===== src/rtl/cmp_eqge_serial.sv =====
// Digit-serial EQ/GE/GT/LT comparator for wide operands.
// Scans MSB-first, DIGIT bits per cycle. With EARLY_EXIT set it stops at the first
// differing digit; otherwise it always scans every digit for constant latency.
// Signed mode inverts the MSB of the top digit on both operands, which turns a
// two's-complement compare into an unsigned one.
module cmp_eqge_serial #(
   parameter int WIDTH      = 64,
   parameter int DIGIT      = 16,
   parameter int EARLY_EXIT = 1
) (
   input  logic             clk_i,
   input  logic             rst_ni,
   input  logic             valid_i,
   output logic             ready_o,
   input  logic [WIDTH-1:0] a_i,
   input  logic [WIDTH-1:0] b_i,
   input  logic             signed_i,
   input  logic             flush_i,
   output logic             valid_o,
   input  logic             ready_i,
   output logic             eq_o,
   output logic             ge_o,
   output logic             gt_o,
   output logic             lt_o
);

   localparam int NCHUNK = WIDTH / DIGIT;
   localparam int IW     = (NCHUNK > 1) ? $clog2(NCHUNK) : 1;
   localparam logic [IW-1:0]    TOP_IDX  = IW'(NCHUNK - 1);
   localparam logic [DIGIT-1:0] MSB_MASK = DIGIT'(1) << (DIGIT - 1);

   // Operand width must split into whole digits.
   if ((WIDTH % DIGIT) != 0) begin : g_width_check
      $fatal(1, "cmp_eqge_serial: WIDTH must be a multiple of DIGIT");
   end

   typedef enum logic [1:0] {
      ST_IDLE = 2'd0,
      ST_RUN  = 2'd1,
      ST_DONE = 2'd2
   } state_t;

   state_t           state_q, state_d;
   logic [WIDTH-1:0] a_q, a_d;
   logic [WIDTH-1:0] b_q, b_d;
   logic             sgn_q, sgn_d;
   logic [IW-1:0]    idx_q, idx_d;
   logic             decided_q, decided_d;
   logic             gt_lat_q, gt_lat_d;
   logic             ready_q, ready_d;
   logic             valid_q, valid_d;
   logic             eq_q, eq_d;
   logic             ge_q, ge_d;
   logic             gt_q, gt_d;
   logic             lt_q, lt_d;

   logic [DIGIT-1:0] a_sel_s, b_sel_s;
   logic [DIGIT-1:0] a_dig_s, b_dig_s;
   logic [DIGIT-1:0] flip_s;
   logic             dgt_s, ddif_s;
   logic             dec_nxt_s, gt_nxt_s, finish_s;

   // Select the current digit of each operand and apply the signed-mode MSB flip.
   always_comb begin
      a_sel_s = '0;
      b_sel_s = '0;
      for (int i = 0; i < NCHUNK; i++) begin
         if (idx_q == IW'(i)) begin
            a_sel_s = a_q[i*DIGIT +: DIGIT];
            b_sel_s = b_q[i*DIGIT +: DIGIT];
         end else begin
            a_sel_s = a_sel_s;
            b_sel_s = b_sel_s;
         end
      end
      flip_s  = (sgn_q && (idx_q == TOP_IDX)) ? MSB_MASK : '0;
      a_dig_s = a_sel_s ^ flip_s;
      b_dig_s = b_sel_s ^ flip_s;
      dgt_s   = a_dig_s > b_dig_s;
      ddif_s  = a_dig_s != b_dig_s;
   end

   // Next-state, operand capture and result formation.
   always_comb begin
      state_d   = state_q;
      a_d       = a_q;
      b_d       = b_q;
      sgn_d     = sgn_q;
      idx_d     = idx_q;
      decided_d = decided_q;
      gt_lat_d  = gt_lat_q;
      ready_d   = ready_q;
      valid_d   = valid_q;
      eq_d      = eq_q;
      ge_d      = ge_q;
      gt_d      = gt_q;
      lt_d      = lt_q;
      dec_nxt_s = decided_q | ddif_s;
      gt_nxt_s  = decided_q ? gt_lat_q : dgt_s;
      finish_s  = ((EARLY_EXIT != 0) && ddif_s) || (idx_q == '0);
      if (flush_i) begin
         // Abort wins over accept and over the output handshake.
         state_d = ST_IDLE;
         ready_d = 1'b1;
         valid_d = 1'b0;
      end else begin
         case (state_q)
            ST_IDLE: begin
               if (valid_i) begin
                  a_d       = a_i;
                  b_d       = b_i;
                  sgn_d     = signed_i;
                  idx_d     = TOP_IDX;
                  decided_d = 1'b0;
                  gt_lat_d  = 1'b0;
                  ready_d   = 1'b0;
                  state_d   = ST_RUN;
               end else begin
                  state_d = ST_IDLE;
               end
            end
            ST_RUN: begin
               decided_d = dec_nxt_s;
               gt_lat_d  = gt_nxt_s;
               if (finish_s) begin
                  state_d = ST_DONE;
                  valid_d = 1'b1;
                  eq_d    = ~dec_nxt_s;
                  gt_d    = dec_nxt_s & gt_nxt_s;
                  lt_d    = dec_nxt_s & ~gt_nxt_s;
                  ge_d    = ~dec_nxt_s | gt_nxt_s;
               end else begin
                  idx_d = idx_q - IW'(1);
               end
            end
            ST_DONE: begin
               if (ready_i) begin
                  state_d = ST_IDLE;
                  valid_d = 1'b0;
                  ready_d = 1'b1;
               end else begin
                  state_d = ST_DONE;
               end
            end
            default: begin
               state_d = ST_IDLE;
               valid_d = 1'b0;
               ready_d = 1'b1;
            end
         endcase
      end
   end

   // State and output registers with asynchronous reset.
   always_ff @(posedge clk_i or negedge rst_ni) begin
      if (!rst_ni) begin
         state_q   <= ST_IDLE;
         a_q       <= '0;
         b_q       <= '0;
         sgn_q     <= 1'b0;
         idx_q     <= '0;
         decided_q <= 1'b0;
         gt_lat_q  <= 1'b0;
         ready_q   <= 1'b1;
         valid_q   <= 1'b0;
         eq_q      <= 1'b0;
         ge_q      <= 1'b0;
         gt_q      <= 1'b0;
         lt_q      <= 1'b0;
      end else begin
         state_q   <= state_d;
         a_q       <= a_d;
         b_q       <= b_d;
         sgn_q     <= sgn_d;
         idx_q     <= idx_d;
         decided_q <= decided_d;
         gt_lat_q  <= gt_lat_d;
         ready_q   <= ready_d;
         valid_q   <= valid_d;
         eq_q      <= eq_d;
         ge_q      <= ge_d;
         gt_q      <= gt_d;
         lt_q      <= lt_d;
      end
   end

   assign ready_o = ready_q;
   assign valid_o = valid_q;
   assign eq_o    = eq_q;
   assign ge_o    = ge_q;
   assign gt_o    = gt_q;
   assign lt_o    = lt_q;

endmodule


===== config.mk =====
export PLATFORM = sky130hd
export DESIGN_NAME = cmp_eqge_serial
export DESIGN_NICKNAME = d
export VERILOG_FILES = /design/src/rtl/cmp_eqge_serial.sv
export SDC_FILE = /design/constraint.sdc
export NUM_CORES = 1
export LEC_CHECK = 0
export ABC_AREA = 1
export CAP_MARGIN = 10
export CORE_UTILIZATION = 31
export DETAILED_ROUTE_END_ITERATION = 6
export SLEW_MARGIN = 25
export SYNTH_ARGS = -nofsm -noshare
export SYNTH_HDL_FRONTEND = slang
export SYNTH_SLANG_ARGS = --single-unit

===== constraint.sdc =====
create_clock -name clk_i -period 3.8 [get_ports clk_i]
set_input_delay 0.76 -clock clk_i [delete_from_list [all_inputs] [get_ports clk_i]]
set_output_delay 0.76 -clock clk_i [all_outputs]
set_load 0.01 [all_outputs]

# After elaboration in Yosys (flattened, before gate mapping)
# Index checks and enable logic that the tools add are counted.
# W data, S select, Z words.
[totals]
mem_bits_ro = 0
output_inout_bits = 6
n_memories = 0
latch_bits = 0
input_bits = 134
mem_bits_rw = 0
regBits = 141
[op_classes]
n_div = 0
shifts = 0
n_reduce_logical = 11
n_eq_ne = 13
bitwise = 9
addsub = 1
order_cmp = 1
n_mux = 28
mul = 0
[ops]
columns = ["cell", "n"]
rows = [
  ["$mux W16", 9],
  ["$xor A16 B16 Y16", 2],
  ["$gt A16 B16 Y1", 1],
  ["$ne A16 B16 Y1", 1],
  ["$reduce_and A3 Y1", 5],
  ["$mux W2", 5],
  ["$ne A3 B3 Y1 const B", 3],
  ["$mux W1", 8],
  ["$ne A2 B2 Y1 const B", 4],
  ["$eq A2 B2 Y1 const B", 3],
  ["$pmux W1 S3", 2],
  ["$pmux W2 S3", 1],
  ["$eq A2 B1 Y1 const B", 2],
  ["$logic_not A2 Y1", 2],
  ["$pmux W1 S2", 2],
  ["$pmux W2 S2", 1],
  ["$reduce_and A4 Y1", 1],
  ["$not A1 Y1", 3],
  ["$and A1 B1 Y1", 2],
  ["$or A1 B1 Y1", 2],
  ["$reduce_bool A2 Y1", 1],
  ["$sub A2 B1 Y2 const B", 1],
  ["$logic_and A1 B1 Y1", 1],
  ["$logic_or A1 B1 Y1", 1],
]

# Longest topological paths before layout
# Gate-level depths: netlist of run 1.
[logic_depth]
ltp_word = 11
mapped_depth = 23
ltp_nobuf = 22

# Worst setup path after synthesis of run 1
# OpenSTA, ideal clock, no wires.
[synth_timing]
path_kind = "register -> register"
from = "register idx_q[1]"
to = "register ge_q (netlist: ge_o)"
t_arrival_ns = 2.644
path_slack_ns = 1.043
t_required_ns = 3.687
path_buffers = 2
path_stages_with_launch = 20
path_cell_list = "dfrtp_1 > inv_1 > ha_1 > clkbuf_1 > nor2_1 > buf_2 > a22oi_1 > o21ai_0 > o21ai_0 > ha_1 > nand2_1 > nor2_1 > nand2_1 > nor2_2 > nand2_1 > nand3_2 > inv_1 > or2_0 > nand2_1 > inv_1"
[synth_between]
elab_chain_len = 10
elab_cells_between_ends = 24
classes_between = "order compare (1); eq/ne (4); mux (10); bitwise (5); reduce/logical (4)"
[synth_rtl]
columns = ["element", "line", "text"]
rows = [
  ["start: declaration", "47", "logic [IW-1:0] idx_q, idx_d;"],
  ["start signal: assignment", "175", "idx_q <= idx_d;"],
  ["parallel branches: the longest is 10 deep, another holds $gt A16 B16 Y1", "--", ""],
  ["end signal: assignment", "181", "ge_q <= ge_d;"],
  ["end: declaration", "53", "logic ge_q, ge_d;"],
]
# Parallel ways; which one is timed is not known.
# A chain may end at the register's enable or synchronous reset.

# Worst setup path after layout of run 1
[layout_timing]
from = "register idx_q[0]"
to = "register ge_q (netlist: ge_o)"
# The elaborated chain is that of the path after synthesis.

==> results of run 1 <==
final cells by class:
type / count / area [sq um] / share of cell area (%)
clock inverters: 12 / 112.6 / 1.268
multi-input cells: 629 / 2846 / 32.04
well taps: 275 / 344.1 / 3.873
repair buffers: 153 / 1510 / 17.00
inverters: 22 / 83.83 / 0.9437
flip-flops and latches: 141 / 3530 / 39.73
clock buffers: 20 / 456.7 / 5.141
cells by family (layout without fill, tap and decap cells):
logic type	after synthesis	count (layout)	share of synthesized area, %
buf+inv	69	207	4.356
xor+xnor	2	2	0.2629
simple gates	487	487	27.98
flops	141	141	52.97
compound gates	120	120	10.68
fa+ha+maj	20	20	3.755
per-layer routing:
| metal | global-route usage, % | share of wire, % | wire length [um] | up-vias |
|---|---|---|---|---|
| li1 | - | - | - | 2926 |
| met1 | 25.48 | 47 | 8943 | 2748 |
| met2 | 28.64 | 46 | 8781 | 162 |
| met3 | 3.681 | 5.5 | 1048 | 28 |
| met4 | 7.165 | 2.3 | 434 | 0 |
| met5 | 0 | 0 | 0 | - |
registers in the layout, summed over array words and instances (netlist names):
register   count
gt_o           1
ready_o        1
state_q        2
a_q           64
sgn_q          1
decided_q      1
eq_o           1
lt_o           1
valid_o        1
b_q           64
idx_q          2
gt_lat_q       1
ge_o           1
stage by stage:
stage	util (%)	instances	hold WS [ns]	total power, uW	cell area, sq um
finish	42.26	1252	0.3960	4831	8884
floorplan	-	839	0.4366	2726	6664
CTS	42.26	1252	0.4215	4868	8884
global route	42.26	1252	0.4497	5150	8884
detailed placement	39.55	1220	0.4539	3258	8314
global placement	39.55	1220	0.4474	3226	8314
how the worst min path moves through the flow:
stage               endpoint  depth (start not counted)
floorplan            a_q[34]                          2
global placement     b_q[54]                          2
detailed placement   b_q[54]                          2
CTS                  a_q[18]                          1
global route         a_q[18]                          1
finish               a_q[18]                          1
Yosys cell counts:
cell / count / area share (%)
o21ai_0: 43 / 3.2
a21o_1: 1 / 0.11
a22oi_1: 24 / 2.7
buf_2: 25 / 1.9
clkinv_1: 1 / 0.056
nor3_4: 1 / 0.24
nand3_1: 5 / 0.38
clkbuf_1: 22 / 1.2
o311ai_0: 1 / 0.13
and3_1: 1 / 0.094
o31ai_1: 7 / 0.79
a21oi_1: 36 / 2.7
or2_0: 1 / 0.094
a31oi_1: 1 / 0.094
ha_1: 20 / 3.8
nand4_1: 1 / 0.094
nor2_1: 32 / 1.8
nand2_1: 443 / 25
a221oi_1: 7 / 0.92
nor3_1: 1 / 0.075
nor2_2: 1 / 0.094
dfstp_2: 1 / 0.39
inv_2: 2 / 0.11
dfrtp_1: 140 / 53
inv_1: 19 / 1.1
xor2_1: 2 / 0.26
nand3_2: 1 / 0.15
layout by cell type, fill, tap and decap left out, drive strengths merged:
cell / synthesis / routed
clkinv: 1 / 8
o311ai: 1 / 1
a21o: 1 / 1
nor3: 2 / 2
bufinv: 0 / 1
o31ai: 7 / 7
nand2: 443 / 443
inv: 21 / 23
a31oi: 1 / 1
or2: 1 / 1
nand3: 6 / 6
nor2: 33 / 33
a21oi: 36 / 36
nand4: 1 / 1
ha: 20 / 20
clkinvlp: 0 / 2
clkbuf: 22 / 20
dfrtp: 140 / 140
a221oi: 7 / 7
a22oi: 24 / 24
o21ai: 43 / 43
buf: 25 / 15
and3: 1 / 1
xor2: 2 / 2
dfstp: 1 / 1
clkdlybuf4s50: 0 / 138
power groups by stage:
| stage | Sequential (uW) | Clock (uW) | Combinational [uW] |
|---|---|---|---|
| 5_1_grt | 2000 | 1690 | 1460 |
| 4_1_cts | 1970 | 1630 | 1270 |
| 6_report | 1970 | 1600 | 1260 |
| 3_3_place_gp | 1990 | 0 | 1230 |
| 3_5_place_dp | 1990 | 0 | 1270 |
| 2_1_floorplan | 1930 | 0 | 792 |
==> metrics.md, run 1 <==
| Metric | Value |
|---|---|
| Status | `complete, no violations` |
| Synthesized Nets | `~990` |
| Initial antenna violation count | `0` |
| Reg2reg end | `ge_o` |
| Lkg Pwr | `0.004407 uW` |
| Die ar. | `22,090 sq um` |
| Synth-to-Final Area Change | `33.31%` |
| Grt ovf | `0` |
| Post-CTS Setup Bufs | `0` |
| Flops & latches, synth | `approximately 140` |
| Clock period minus worst slack | `3.253 ns` |
| Largest net degree at the start of global routing | `between 100 and 150` |
| Vias in the first global route | `5,799` |
| Placement Setup Slack | `between 0.5 and 0.6 ns` |
| Internal Power | `3261 uW` |
| R2R cell count | `19` |
| PostCTS Resize Cnt | `0` |
| Crit path max fanout | `32` |
| Final TNS setup | `0 ns` |
| Max-cap viol count | `0` |
| Final hold vios | `0` |
| Clock share of power | `~33%` |
| Crit path to | `ge_o` |
| Post-Route Skew | `approximately 0.013 ns` |
| WL final | `19.21 mm` |
| Unrepaired setup endpoints after global routing | `no` |
| Final setup margin | `between 0.5 and 0.6 ns` |
| Vias per cell | `between 4 and 5` |
| WP depth | `19` |
| First-pass GRT wire length | `30.86 mm` |
| Share of layout cells above drive strength 1 | `under 10%` |
| Avg Inst Size Synth | `~8 sq um` |
| Mapped Area | `around 6700 sq um` |
| ANT cells | `0` |
| Cells after Synth | `839` |
| WL per Instance | `between 15 and 20 um` |
| Routed vias | `approximately 6,000` |
| I/O Buffers | `about 140` |
| Die Wd | `roughly 150 um` |
| Htree depth | `4` |
| Clock sink count | `141` |
| Worst Tran Pin Value | `roughly 0.78 ns` |
| Crit. Startpoint | `idx_q[0]` |
| # rows | `between 50 and 60` |
| Hold-fix buffers at CTS | `0` |
| Register-to-register setup slack | `roughly 0.55 ns` |
| Sw Pwr | `1570 uW` |
| Initial DRC Count | `approximately 460` |
| Worst-path cell chain | `inv_1 -> ha_1 -> inv_1 -> nor2_2 -> buf_4 -> a22oi_1 -> o21ai_0 -> o21ai_0 -> ha_1 -> nand2_1 -> nor2_1 -> nand2_1 -> nor2_2 -> nand2_1 -> nand3_2 -> inv_1 -> or2_0 -> nand2_1 -> inv_1` |
| CTS tree | `yes` |
| Clock-pin slew on the worst setup and hold paths | `roughly 0.060 ns` |
| Tcrit/Tclk final | `a little under nine tenths` |
| CTS Root Cell | `clkbuf_16` |
| Routability congestion estimate | `about 0.80` |
| Pre-Repair DR Iteration Count | `5` |
| Max Freq | `~0.31 GHz` |
| Sequential Power Share | `40.8%` |
| Fillers | `~2,100` |
| Worst EP arrival | `between 3 and 4 ns` |
| P per Cell Area | `around 540 nW/um^2` |
| Post-synthesis sequential area ratio | `52.97%` |
| GRT Total Usage | `a little under a fifth` |
| Slew headroom | `roughly 48%` |
| Layout Nets | `roughly 1,100` |
| Worst VDD drop | `between 0.2 and 0.3 mV` |
| FF-to-FF Start | `idx_q[0]` |
| Clock Path Buffers | `2` |
| Combinational share of power | `between 20% and 30%` |
| Worst hold path type | `input port to async pin` |
| Distinct cell type count after synthesis | `27` |
| # IOs | `between 100 and 150` |
| Die H | `between 100 and 150 um` |
| Sw Share | `~32%` |
| Later-pin clock latency in the skew report | `~0.43 ns` |
| Synthesis Warnings | `0` |
| Initial core utilization | `31.70%` |
| DRC Markers | `0` |
| CP max stage cell | `dfrtp_1` |
| Req. time, crit path | `~4.1 ns` |
| Setup violations, final | `0` |
| Cell family with most CP delay | `simple AND/OR/NAND/NOR gates` |
| CP max stage delay | `approximately 0.40 ns` |
| Max Transition Viols Final | `0` |
| Core area | `21,020 sq um` |
| Setup Crit Path Kind | `flop to flop` |
| Dpl hpwl | `between 10 and 15 mm` |
| Startpoint types | `flop` |
| Worst Setup End Kind | `flop` |
| Worst Path Buf+Inv | `5` |
| Detail Route Antenna Nets | `0` |
| CTS buffer count | `17` |
No activity file was read; power rests on OpenSTA's default activity.
==> run 2: changes to the inputs <==
--- a/config.mk
+++ b/config.mk
@@ -6,6 +6,7 @@
 export NUM_CORES = 1
 export LEC_CHECK = 0
 export ABC_AREA = 1
+export ABC_CLOCK_PERIOD_IN_PS = 3800
 export CAP_MARGIN = 10
 export CORE_UTILIZATION = 31
 export DETAILED_ROUTE_END_ITERATION = 6
==> results of run 2 <==
Final layout, timing and power as in run 1 (identical DEF).
==> run 3: changes to the inputs <==
--- a/config.mk
+++ b/config.mk
@@ -9,6 +9,7 @@
 export ABC_CLOCK_PERIOD_IN_PS = 3800
 export CAP_MARGIN = 10
 export CORE_UTILIZATION = 31
+export CTS_BUF_LIST = sky130_fd_sc_hd__clkbuf_16
 export DETAILED_ROUTE_END_ITERATION = 6
 export SLEW_MARGIN = 25
 export SYNTH_ARGS = -nofsm -noshare
==> run 3 against run 2 <==
Design area shrank 0.23%. Global-route usage is the same. Via count is the same. Clock power shrank 3%. Sequential power is essentially flat. Wire length grew 0.42%. Register-to-register slack is essentially flat. Combinational power is essentially flat. Non-clock buffer count is the same. Critical path type unchanged. Critical endpoint unchanged. Largest power group unchanged.
==> metrics.md, run 3 (synthesis results as in run 1) <==
| Metric | Value |
|---|---|
| Status | `complete, no violations` |
| FF+latch area | `3530 sq um (unchanged)` |
| Die ar. | `22,090 sq um (unchanged)` |
| Core area | `21,020 sq um (unchanged)` |
| Sw Share | `32.84% (+0.35 points)` |
| Initial antenna violation count | `0 (unchanged)` |
| DRC Markers | `0 (unchanged)` |
| CP max stage cell | `dfrtp_1` |
| Tcrit/Tclk final | `85.80% (+0.19 points)` |
| Final hold vios | `0 (unchanged)` |
| Pre-Repair DR Iteration Count | `5 (unchanged)` |
| Detail Route Antenna Nets | `0 (unchanged)` |
| Clock Path Buffers | `2 (unchanged)` |
| Worst-path cell chain | `inv_1 -> ha_1 -> inv_1 -> nor2_2 -> buf_4 -> a22oi_1 -> o21ai_0 -> o21ai_0 -> ha_1 -> nand2_1 -> nor2_1 -> nand2_1 -> nor2_2 -> nand2_1 -> nand3_2 -> inv_1 -> or2_0 -> nand2_1 -> inv_1` |
| Initial core utilization | `31.70% (unchanged)` |
| Clock period minus worst slack | `3.260 ns (+0.007074 ns)` |
| Largest net degree at the start of global routing | `132 (unchanged)` |
| Htree depth | `4 (unchanged)` |
| ANT cells | `0 (unchanged)` |
| # IOs | `140 (unchanged)` |
| Routed vias | `5,864 (unchanged)` |
| First-pass GRT wire length | `30.86 mm (about the same)` |
| I/O Buffers | `139 (unchanged)` |
| Sequential Power Share | `41.1% (+0.3 points)` |
| Vias per cell | `4.684 (unchanged)` |
| Internal Power | `3218 uW (-1.3%)` |
| Combinational share of power | `26.4% (+0.3 points)` |
| Crit path max fanout | `32 (unchanged)` |
| Final TNS setup | `0 ns (unchanged)` |
| Routability congestion estimate | `0.7991 (unchanged)` |
| Setup violations, final | `0 (unchanged)` |
| Vias in the first global route | `5,792 (-0.12%)` |
| Startpoint types | `flop` |
| Worst VDD drop | `0.2884 mV (+0.52%)` |
| Hold Slack | `0.3928 ns (-0.003113 ns)` |
| Final setup margin | `0.5397 ns (-0.007074 ns)` |
| Max Freq | `0.3067 GHz (-0.22%)` |
| Hold-fix buffers at CTS | `0 (unchanged)` |
| CP max stage delay | `0.40 ns (about the same)` |
| Placed instance count | `1,220 (unchanged)` |
| Share of layout cells above drive strength 1 | `5.220% (-0.20 points)` |
| GRT Total Usage | `18.53% (unchanged)` |
| Commonest non-fill, non-tap cell in the layout | `nand2_1` |
| Lkg Pwr | `0.004400 uW (-0.16%)` |
| FF-to-FF Start | `idx_q[0]` |
| CTS tree | `yes` |
| Later-pin clock latency in the skew report | `0.43 ns (about the same)` |
| Post-Route Skew | `0.01166 ns (-0.001018 ns)` |
| PostCTS Resize Cnt | `0 (unchanged)` |
| CTS Root Cell | `clkbuf_16` |
| Worst Setup End Kind | `flop` |
| Max Transition Viols Final | `0 (unchanged)` |
| CTS buffer count | `17 (unchanged)` |
| Largest registers | `a_q: 64 flops, b_q: 64 flops` |
| R2R cell count | `19 (unchanged)` |
| Die Wd | `148.6 um (unchanged)` |
| P per Cell Area | `540.6 nW/um^2 (-0.59%)` |
| Final core occ | `42.16% (-0.095 points)` |
| Synth-to-Final Area Change | `33.01%` |
| Fillers | `2,130 (unchanged)` |
| Clock sink count | `141 (unchanged)` |
| Clock-pin slew on the worst setup and hold paths | `0.06 ns (about the same)` |
| # rows | `53 (unchanged)` |
| Placement Setup Slack | `0.5583 ns (unchanged)` |
| Req. time, crit path | `4.12 ns (about the same)` |
| Worst Tran Pin Value | `0.7743 ns (-0.001557 ns)` |
| Die H | `148.6 um (unchanged)` |
| Clock share of power | `32.5% (-0.7 points)` |
| Crit. Startpoint | `idx_q[0]` |
| Slew headroom | `48.38% (+0.10 points)` |
| Non-Filler Instances | `1,252 (unchanged)` |
| Commonest non-fill, non-tap cells in the layout | `443 x nand2_1, 140 x dfrtp_1, 138 x clkdlybuf4s50_1` |
| Sw Pwr | `1574 uW (+0.25%)` |
| WL per Instance | `15.41 um (+0.42%)` |
| Post-CTS Setup Bufs | `0 (unchanged)` |
| Layout Nets | `1,118 (unchanged)` |
| Grt ovf | `0 (unchanged)` |
| Multi-input gate area | `2846 sq um (unchanged)` |
| Worst hold path type | `input port to async pin` |
| Setup Crit Path Kind | `flop to flop` |
| Unrepaired setup endpoints after global routing | `no` |
| Max-cap viol count | `0 (unchanged)` |
| Initial DRC Count | `510 (+12%)` |
| WL final | `19.29 mm (+0.42%)` |
| Worst EP arrival | `3.58 ns (about the same)` |
| Dpl hpwl | `13.87 mm (unchanged)` |
-- run 3: through the flow --
stage | power, uW | instance area (sq um)
after CTS | 4824 | 8864
after detailed placement | 3258 | 8314
after floorplan | 2726 | 6664
after global routing | 5104 | 8864
after global placement | 3226 | 8314
final | 4791 | 8864
-- run 3: layout make-up --
class,count,share of cell area [%]
Clock buffer,17,4.800
Clock inverter,15,1.398
Inverter,22,0.9458
Multi-Input combinational cell,629,32.11
Sequential cell,141,39.82
Tap cell,275,3.882
Timing Repair Buffer,153,17.04
-- run 3: worst paths after layout --
path | endpoint | slack [ns]
setup reg to reg | ge_o | 0.54
setup / recovery | ge_o | 0.54
max in group asynchronous | b_q[55] | 2.57
min in group clk_i | ready_o | 0.46
hold / removal | a_q[18] | 0.39
hold reg to reg | ready_o | 0.46
-- run 3: per-layer routing --
metal / global-route usage, % / wire [um] / up-vias
met5: 0 / 0 / -
met4: 7.165 / 454 / 0
met3: 3.681 / 896 / 29
met2: 28.55 / 8706 / 143
met1: 25.56 / 9232 / 2767
li1: - / - / 2925
-- run 3: worst max-delay path: cells and delay by family (launching register included) --
kind | cells | cell delay (ns)
fa+ha+maj | 2 | 0.50
compound gates | 3 | 0.57
flops | 1 | 0.40
buf+inv | 5 | 0.64
simple gates | 9 | 1.03
-- run 3: power groups by stage --
stage | combinational [uW] | sequential [uW] | clock (uW)
2_1_floorplan | 792 | 1930 | 0
3_3_place_gp | 1230 | 1990 | 0
3_5_place_dp | 1270 | 1990 | 0
4_1_cts | 1270 | 1970 | 1580
5_1_grt | 1460 | 2000 | 1640
6_report | 1270 | 1970 | 1560
